File: src/rtl/rstseq_pkg.sv
// rstseq_pkg: shared FSM state type and counter sizing for the reset sequencer
package rstseq_pkg;
  typedef enum logic [1:0] {ST_RELEASE, ST_DONE, ST_SOFT_HOLD} state_t;
  function automatic int cnt_width(input int a, input int b);
    return $clog2((a > b ? a : b) + 1);
  endfunction
endpackage

File: src/rtl/reset_sync.sv
// reset_sync: async-assert, sync-deassert reset synchronizer
module reset_sync #(
  parameter int SYNC_STAGES = 2
) (
  input  logic clk,
  input  logic reset_n,
  output logic rst_sync_n
);
  logic [SYNC_STAGES-1:0] ff;
  always_ff @(posedge clk or negedge reset_n)
    if (!reset_n) ff <= '0;
    else ff <= {ff[SYNC_STAGES-2:0], 1'b1};
  assign rst_sync_n = ff[SYNC_STAGES-1];
endmodule

File: src/rtl/reset_sequencer.sv
// reset_sequencer: staged reset release with a four-phase soft-reset handshake
module reset_sequencer
  import rstseq_pkg::*;
#(
  parameter int NUM_STAGES  = 4,
  parameter int STAGE_DELAY = 8,
  parameter int SYNC_STAGES = 2,
  parameter int SOFT_HOLD   = 4
) (
  input  logic                  clk,
  input  logic                  reset_n,
  input  logic                  soft_rst_req,
  output logic                  soft_rst_ack,
  output logic [NUM_STAGES-1:0] stage_rst_n,
  output logic                  busy,
  output logic                  seq_done
);
  localparam int CW = cnt_width(STAGE_DELAY, SOFT_HOLD);
  localparam int IW = $clog2(NUM_STAGES + 1);
  localparam logic [CW-1:0] SD_LAST = CW'(STAGE_DELAY - 1);
  localparam logic [CW-1:0] SH_LAST = CW'(SOFT_HOLD - 1);
  localparam logic [IW-1:0] LAST_IDX = IW'(NUM_STAGES - 1);
  logic          rst_sync_n;
  state_t        state;
  logic [CW-1:0] cnt;
  logic [IW-1:0] idx;
  logic          soft_flag;
  reset_sync #(.SYNC_STAGES(SYNC_STAGES)) u_sync (
    .clk        (clk),
    .reset_n    (reset_n),
    .rst_sync_n (rst_sync_n)
  );
  // soft_flag remembers that the running release was soft-triggered, so only it raises ack
  always_ff @(posedge clk or negedge rst_sync_n)
    if (!rst_sync_n) begin
      state        <= ST_RELEASE;
      cnt          <= '0;
      idx          <= '0;
      soft_flag    <= 1'b0;
      stage_rst_n  <= '0;
      busy         <= 1'b1;
      seq_done     <= 1'b0;
      soft_rst_ack <= 1'b0;
    end else begin
      case (state)
        ST_RELEASE:
          if (cnt == SD_LAST) begin
            cnt         <= '0;
            idx         <= idx + IW'(1);
            stage_rst_n <= stage_rst_n | (NUM_STAGES'(1) << idx);
            if (idx == LAST_IDX) begin
              state        <= ST_DONE;
              seq_done     <= 1'b1;
              busy         <= 1'b0;
              soft_rst_ack <= soft_flag;
              soft_flag    <= 1'b0;
            end
          end else cnt <= cnt + CW'(1);
        ST_DONE:
          if (soft_rst_req && !soft_rst_ack) begin
            state       <= ST_SOFT_HOLD;
            stage_rst_n <= '0;
            seq_done    <= 1'b0;
            busy        <= 1'b1;
            soft_flag   <= 1'b1;
            cnt         <= '0;
            idx         <= '0;
          end else if (!soft_rst_req) soft_rst_ack <= 1'b0;
        ST_SOFT_HOLD:
          if (cnt == SH_LAST) begin
            state <= ST_RELEASE;
            cnt   <= '0;
          end else cnt <= cnt + CW'(1);
        default: state <= ST_RELEASE;
      endcase
    end
endmodule

File: config.mk
export PLATFORM = sky130hd
export DESIGN_NAME = reset_sequencer
export DESIGN_NICKNAME = d
export VERILOG_FILES = /design/src/rtl/rstseq_pkg.sv /design/src/rtl/reset_sync.sv /design/src/rtl/reset_sequencer.sv
export SDC_FILE = /design/constraint.sdc
export NUM_CORES = 1
export LEC_CHECK = 0
export CAP_MARGIN = 20
export CORE_MARGIN = 2
export CORE_UTILIZATION = 28
export CTS_BUF_LIST = sky130_fd_sc_hd__clkbuf_8 sky130_fd_sc_hd__clkbuf_16
export CTS_CLUSTER_SIZE = 24
export DETAILED_ROUTE_END_ITERATION = 7
export GPL_TIMING_DRIVEN = 0
export PLACE_DENSITY = 0.52
export SLEW_MARGIN = 30
export SYNTH_ARGS = -nofsm -noshare
export SYNTH_HDL_FRONTEND = slang
export SYNTH_SLANG_ARGS = --single-unit
File: constraint.sdc
create_clock -name clk -period 0.8 [get_ports clk]
set_input_delay 0.08 -clock clk [delete_from_list [all_inputs] [get_ports clk]]
set_output_delay 0.08 -clock clk [all_outputs]
set_load 0.005 [all_outputs]
==> results.toml, run 1 <==
[global_route]
antenna_found_initial = 0
grt_max_degree = 18
grt_usage_pct = 11.24
grt_pass1_wl_um = 3732
grt_remaining_overflow = 0
grt_pass1_vias = 881

[sta]
hold_viol = 0
hold_ws_ps = 178.9
setup_violations = 24
fin_setup_tns_ps = -11050
setup_ws_ps = -753.2
rsz0062_at_grt = "yes"
min_period_ps = 1553
max_freq_mhz = 643.9
period_share_pct = 194.1
fin_worst_skew_ps = 10.63
drv_slew = 0

[setup_path]
critPathKind = "flip-flop to flip-flop"
slowest_stage = "dfrtp_1"
required_ps = 950
crit_chain = "ha_2 > ha_4 > inv_2 > o21ai_4 > a21boi_4 > mux2_4"
crit_path_max_incr_delay_ps = 370
path_delay_family = "compound AO/OA/AOI/OAI gates"
critPathArrivalTime_ps = 1700
cp-end-kind = "flip-flop"
cp_max_fo = 3
worst-path-buf-inv = 1
cp-start-kind = "flip-flop"

[logic_synthesis]
synth_simple_gate_area_share_pct = 11.92
synth_top_family_by_area = "compound AO/OA/AOI/OAI gates"
synth_compound_area_share_pct = 17.28
postSynthAreaPerCell_sq_um = 10.93
synth-xor-area-share_pct = 1.669
syn_area_sq_um = 1050
synth-adder-area-share_pct = 13.11
ys_types = 31
yosysWarningCount = 0
async_reset_ff_share_pct = 100.0
synth-seq-cells = 19
synth.area.mux_share_pct = 5.244
synth_fp_nets = 110
synth_seq_area_share_pct = 45.41
synth_enable_flop_cells = 0
ys.flop_type = "dfrtp_1"
synthCells = 96

[final_layout]
fin_nets = 151
most-common-layout-cells = "buf_4, dfrtp_1, buf_6, buf_2, nand2_1"
antennaDiodeCount = 0
layout-drive-gt1-share_pct = 58.09
n_fill_cell = 359
syn2layout_area_growth_pct = 56.97
final_common_cell = "buf_4"

[floorplanning]
ios = 10
initial_core_util_pct = 28.89
core_sq_um = 3633
dieArea_sq_um = 4255
fp-row-count = 22
die_h_um = 65.23
fp.dieW_um = 65.23

[clocking]
clkTransAtPathRegs_ps = 80
htree_levels = 1
root_buffer = "clkbuf_8"
tritoncts = "done"
cts_num_sinks = 19
clockBufferDepth = 2
cts_buffers = 3
clk_latency_ps = 260

[drt]
drt_wl_total_um = 2274
drt-initial-drc-count = 35
firstDrtPassIters = 4
vias_per_cell = 4.495
route.detailed.drc = 0
routedWlPerCell_um = 12.36
ant_nets = 0
via_count = 827

[placement]
io_buffer_count = 9
globalplace.congestion = 0.7872
hpwl_um = 1449

[pwr]
combPwrFrac_pct = 66.8
power.share.clock_pct = 9.4
vdd_drop_max_mv = 1.119
switchingPower_w = 0.002667
power_density_nw_per_um2 = 4269
p_total_w = 0.007034
p_seq_share_pct = 23.8
switching_share_pct = 37.91
p_int_w = 0.004367
p_leak_nw = 0.7762

[status]
status = "finished, violations left"
violations = "negative setup slack"

[min_path]
hp-class = "flip-flop to async pin"

[run]
drv_cap = 0
[synthesized netlist by cell type, drive strengths merged, types with 2 or more instances]
| cell type | number | area, sq um |
|---|---|---|
| dfrtp | 18 | 450.4 |
| o21ai | 8 | 43.79 |
| mux2 | 4 | 45.04 |
| inv | 8 | 30.03 |
| buf | 2 | 18.77 |
| xnor2 | 2 | 17.52 |
| nand2 | 7 | 26.28 |
| a21oi | 7 | 35.03 |
| nand3b | 2 | 31.28 |
| a31oi | 4 | 25.02 |
| nand3 | 4 | 20.02 |
| nand2b | 4 | 32.53 |
| a21o | 2 | 15.01 |
| ha | 11 | 137.6 |
[metrics by stage]
stage	area [sq um]	std cells	utilization [%]	setup WS, ps
2_1_floorplan	1147	96	-	-694.5
3_3_place_gp	1297	153	35.71	-798.3
3_5_place_dp	1297	153	35.71	-837.5
4_1_cts	1521	177	41.87	-734.3
5_1_grt	1648	184	45.35	-802.6
6_report	1648	184	45.35	-753.2
[metal layers]
layer | wire, um | vias to the layer above | track usage (%)
met3 | 40 | 2 | 3.767
met5 | 0 | - | 0
li1 | - | 412 | -
met4 | 13 | 0 | 2.344
met2 | 1203 | 6 | 20.66
met1 | 1017 | 407 | 12.53
[registers in the layout (all words and copies together), names as in the netlist]
name,flops
busy,1
cnt,4
idx,3
seq_done,1
soft_flag,1
soft_rst_ack,1
stage_rst_n,4
state,2
u_sync.ff,2
[area by class of cell]
cell class	count	area (sq um)	share of cell area, %
Buffer	3	23.77	1.443
Tap cell	48	60.06	3.645
Timing Repair Buffer	36	287.8	17.46
Clock buffer	3	41.29	2.506
Inverter	8	32.53	1.974
Multi-Input combinational cell	66	719.4	43.66
Clock inverter	1	3.754	0.2278
Sequential cell	19	479.2	29.08
[what timing repair did]
item / in CTS / in global routing
pin swaps: 10 / 10
setup endpoints to repair: 40 / 24
hold buffers: 1 / 0
buffers inserted: 18 / 7
cloned: 1 / 0
resized for setup: 43 / 16
hold endpoints to repair: 2 / 0
[power by group through the flow]
| stage | registers [W] | clock network [W] | logic [W] |
|---|---|---|---|
| finish | 0.00167 | 0.000658 | 0.00470 |
| global route | 0.00173 | 0.000740 | 0.00513 |
| CTS | 0.00166 | 0.000692 | 0.00395 |
| detailed placement | 0.00171 | 0 | 0.00311 |
| global placement | 0.00169 | 0 | 0.00306 |
| floorplan | 0.00167 | 0 | 0.00232 |
[worst paths after layout]
| path | endpoint | slack [ps] | depth (start not counted) | startpoint |
|---|---|---|---|---|
| hold reg to reg | cnt[2] | 180 | 0 | u_sync.ff[1] |
| min in group clk | u_sync.ff[1] | 350 | 0 | u_sync.ff[0] |
| setup reg to reg | seq_done | -750 | 6 | idx[1] |
| hold / removal | cnt[2] | 180 | 0 | u_sync.ff[1] |
| max in group asynchronous | u_sync.ff[1] | 150 | 2 | reset_n |
| setup / recovery | seq_done | -750 | 6 | idx[1] |
[cell families (layout without fill, tap and decap cells)]
kind of cell / Yosys count / in the layout
other cells: 1 / 1
buf+inv: 11 / 51
mux: 5 / 5
simple gates: 20 / 20
xor+xnor: 2 / 2
compound gates: 27 / 27
fa+ha+maj: 11 / 11
flops: 19 / 19
Power figures use the tool's default switching activity.
==> inputs of run 2 (changes only) <==
==> constraint.sdc (replaced) <==
create_clock -name clk -period 1.6 [get_ports clk]
set_input_delay 0.4 -clock clk [delete_from_list [all_inputs] [get_ports clk]]
set_output_delay 0.4 -clock clk [all_outputs]
set_load 0.005 [all_outputs]
==> run 2 against run 1 <==
  * The flow now finishes without violations
  * Combinational power down 63%
  * Fmax down 2.1%
  * Via count down 8.0%
  * Design area down 14%
  * Cell count down 8.7%
  * Critical endpoint unchanged
==> results.toml, run 2 (synthesis results as in run 1) <==
[final_layout]
final_common_cell = "dfrtp_1"
fin_util_pct = 38.84
layout-drive-gt1-share_pct = 32.50
reg.largest.list = "cnt: 4 flops, stage_rst_n: 4 flops, idx: 3 flops"
antennaDiodeCount = 0
final_cell_area_sq_um = 1411
fin_nets = 135
syn2layout_area_growth_pct = 34.45
fin_cells = 168
most-common-layout-cells = "dfrtp_1, buf_4"
n_fill_cell = 360

[clocking]
root_buffer = "clkbuf_8"
clockBufferDepth = 2
clkTransAtPathRegs_ps = 80
cts_buffers = 3
htree_levels = 1
tritoncts = "done"
clk_latency_ps = 260
cts_num_sinks = 19

[global_route]
grt_remaining_overflow = 0
grt_pass1_vias = 763
antenna_found_initial = 0
grt_max_degree = 18
grt_usage_pct = 10.50
grt_pass1_wl_um = 3415

[floorplanning]
die_h_um = 65.23
core_sq_um = 3633
initial_core_util_pct = 28.89
fp-row-count = 22
fp.dieW_um = 65.23
dieArea_sq_um = 4255
ios = 10

[sta]
period_share_pct = 99.13
setup_violations = 0
max_freq_mhz = 630.5
slew_headroom_pct = 53.34
fin_setup_tns_ps = 0
drv_slew = 0
tightest_slew_ps = 699.9
min_period_ps = 1586
rsz0062_at_grt = "yes"
fin_worst_skew_ps = 3.427
hold_viol = 0

[drt]
ant_nets = 0
firstDrtPassIters = 4
routedWlPerCell_um = 12.02
route.detailed.drc = 0
drt-initial-drc-count = 26
drt_wl_total_um = 2020
vias_per_cell = 4.530
via_count = 761

[pwr]
power.share.clock_pct = 11.6
switching_share_pct = 37.52
p_seq_share_pct = 27.9
combPwrFrac_pct = 60.5
switchingPower_w = 0.001094
p_leak_nw = 0.6653
p_int_w = 0.001823
power_density_nw_per_um2 = 2067
vdd_drop_max_mv = 0.6160

[placement]
dp_cells = 153
globalplace.congestion = 0.7437
placed_cell_area_sq_um = 1200
hpwl_um = 1348
io_buffer_count = 9

[setup_path]
cp_max_fo = 4
cp-start-kind = "flip-flop"
required_ps = 1750
slowest_stage = "dfrtp_1"
cp-end-kind = "flip-flop"
critPathArrivalTime_ps = 1740
critPathKind = "flip-flop to flip-flop"
crit_chain = "ha_2 > ha_4 > inv_2 > o21ai_4 > a21boi_4 > mux2_4"
crit_path_max_incr_delay_ps = 360

[status]
status = "finished, final reports clean"

[min_path]
hp-class = "flip-flop to async pin"

[run]
drv_cap = 0
run 2: cell count changes in the layout (fill, tap and decap cells not counted), sizes merged:
cell           delta
dlymetal6s2s      +1
dlygate4sd3       -1
buf              -23
dlygate4sd2       +1
clkbuf            +1
clkdlybuf4s50     +5
run 2: worst paths after layout:
path	start	end	slack [ps]	cells past startpoint
max in group asynchronous	u_sync.ff[1]	state[0]	820	0
min reg2reg	u_sync.ff[1]	idx[1]	290	0
max reg2reg	idx[0]	seq_done	10	6
min in group clk	u_sync.ff[0]	u_sync.ff[1]	350	0
max	idx[0]	seq_done	10	6
min	u_sync.ff[1]	idx[1]	290	0
run 2: through the flow:
stage / hold WS, ps / power [W] / worst slack (ps)
3_5_place_dp: 325.6 / 0.002157 / -203.8
6_report: 291.7 / 0.002917 / 14.00
2_1_floorplan: 104.4 / 0.001781 / 73.43
4_1_cts: 297.1 / 0.002643 / 0.04341
3_3_place_gp: 321.1 / 0.002126 / -181.2
5_1_grt: 299.7 / 0.003165 / -65.50
run 2: repair_timing:
action / 4_1_cts / 5_1_grt
buffers inserted: 3 / 7
gates resized for setup: 10 / 13
endpoints found under the hold margin: 0 / 0
pin swaps: 2 / 4
hold buffers: 0 / 0
gates cloned: 0 / 1
setup endpoints to repair: 13 / 14
run 2: critical path: cells and delay by family (launching register included):
kind | cells | cell delay [ps]
AOI/OAI and AO/OA | 2 | 420
DFF | 1 | 360
adders and majority gates | 2 | 340
muxes | 1 | 310
buffers and inverters | 1 | 40
run 2: cell type report:
cell class	instances	area [sq um]	area share (%)
Buffer	3	23.77	1.684
Inverter	8	30.03	2.128
Sequential cell	19	478.0	33.87
Timing Repair Buffer	20	190.2	13.48
Tap cell	48	60.06	4.255
Clock buffer	3	41.29	2.926
Clock inverter	1	3.754	0.2660
Multi-Input combinational cell	66	584.3	41.40
run 2: power groups by stage:
stage	clock network (W)	registers, W	logic (W)
6_report	0.000340	0.000813	0.00176
2_1_floorplan	0	0.000808	0.000972
5_1_grt	0.000366	0.000836	0.00196
4_1_cts	0.000349	0.000818	0.00148
3_5_place_dp	0	0.000827	0.00133
3_3_place_gp	0	0.000820	0.00131
run 2: layer usage:
layer / track usage (%) / up-vias / routed length (um)
li1: - / 383 / -
met1: 13.02 / 365 / 1038
met2: 16.33 / 9 / 880
met3: 2.226 / 4 / 48
met4: 7.031 / 0 / 53
met5: 0 / - / 0
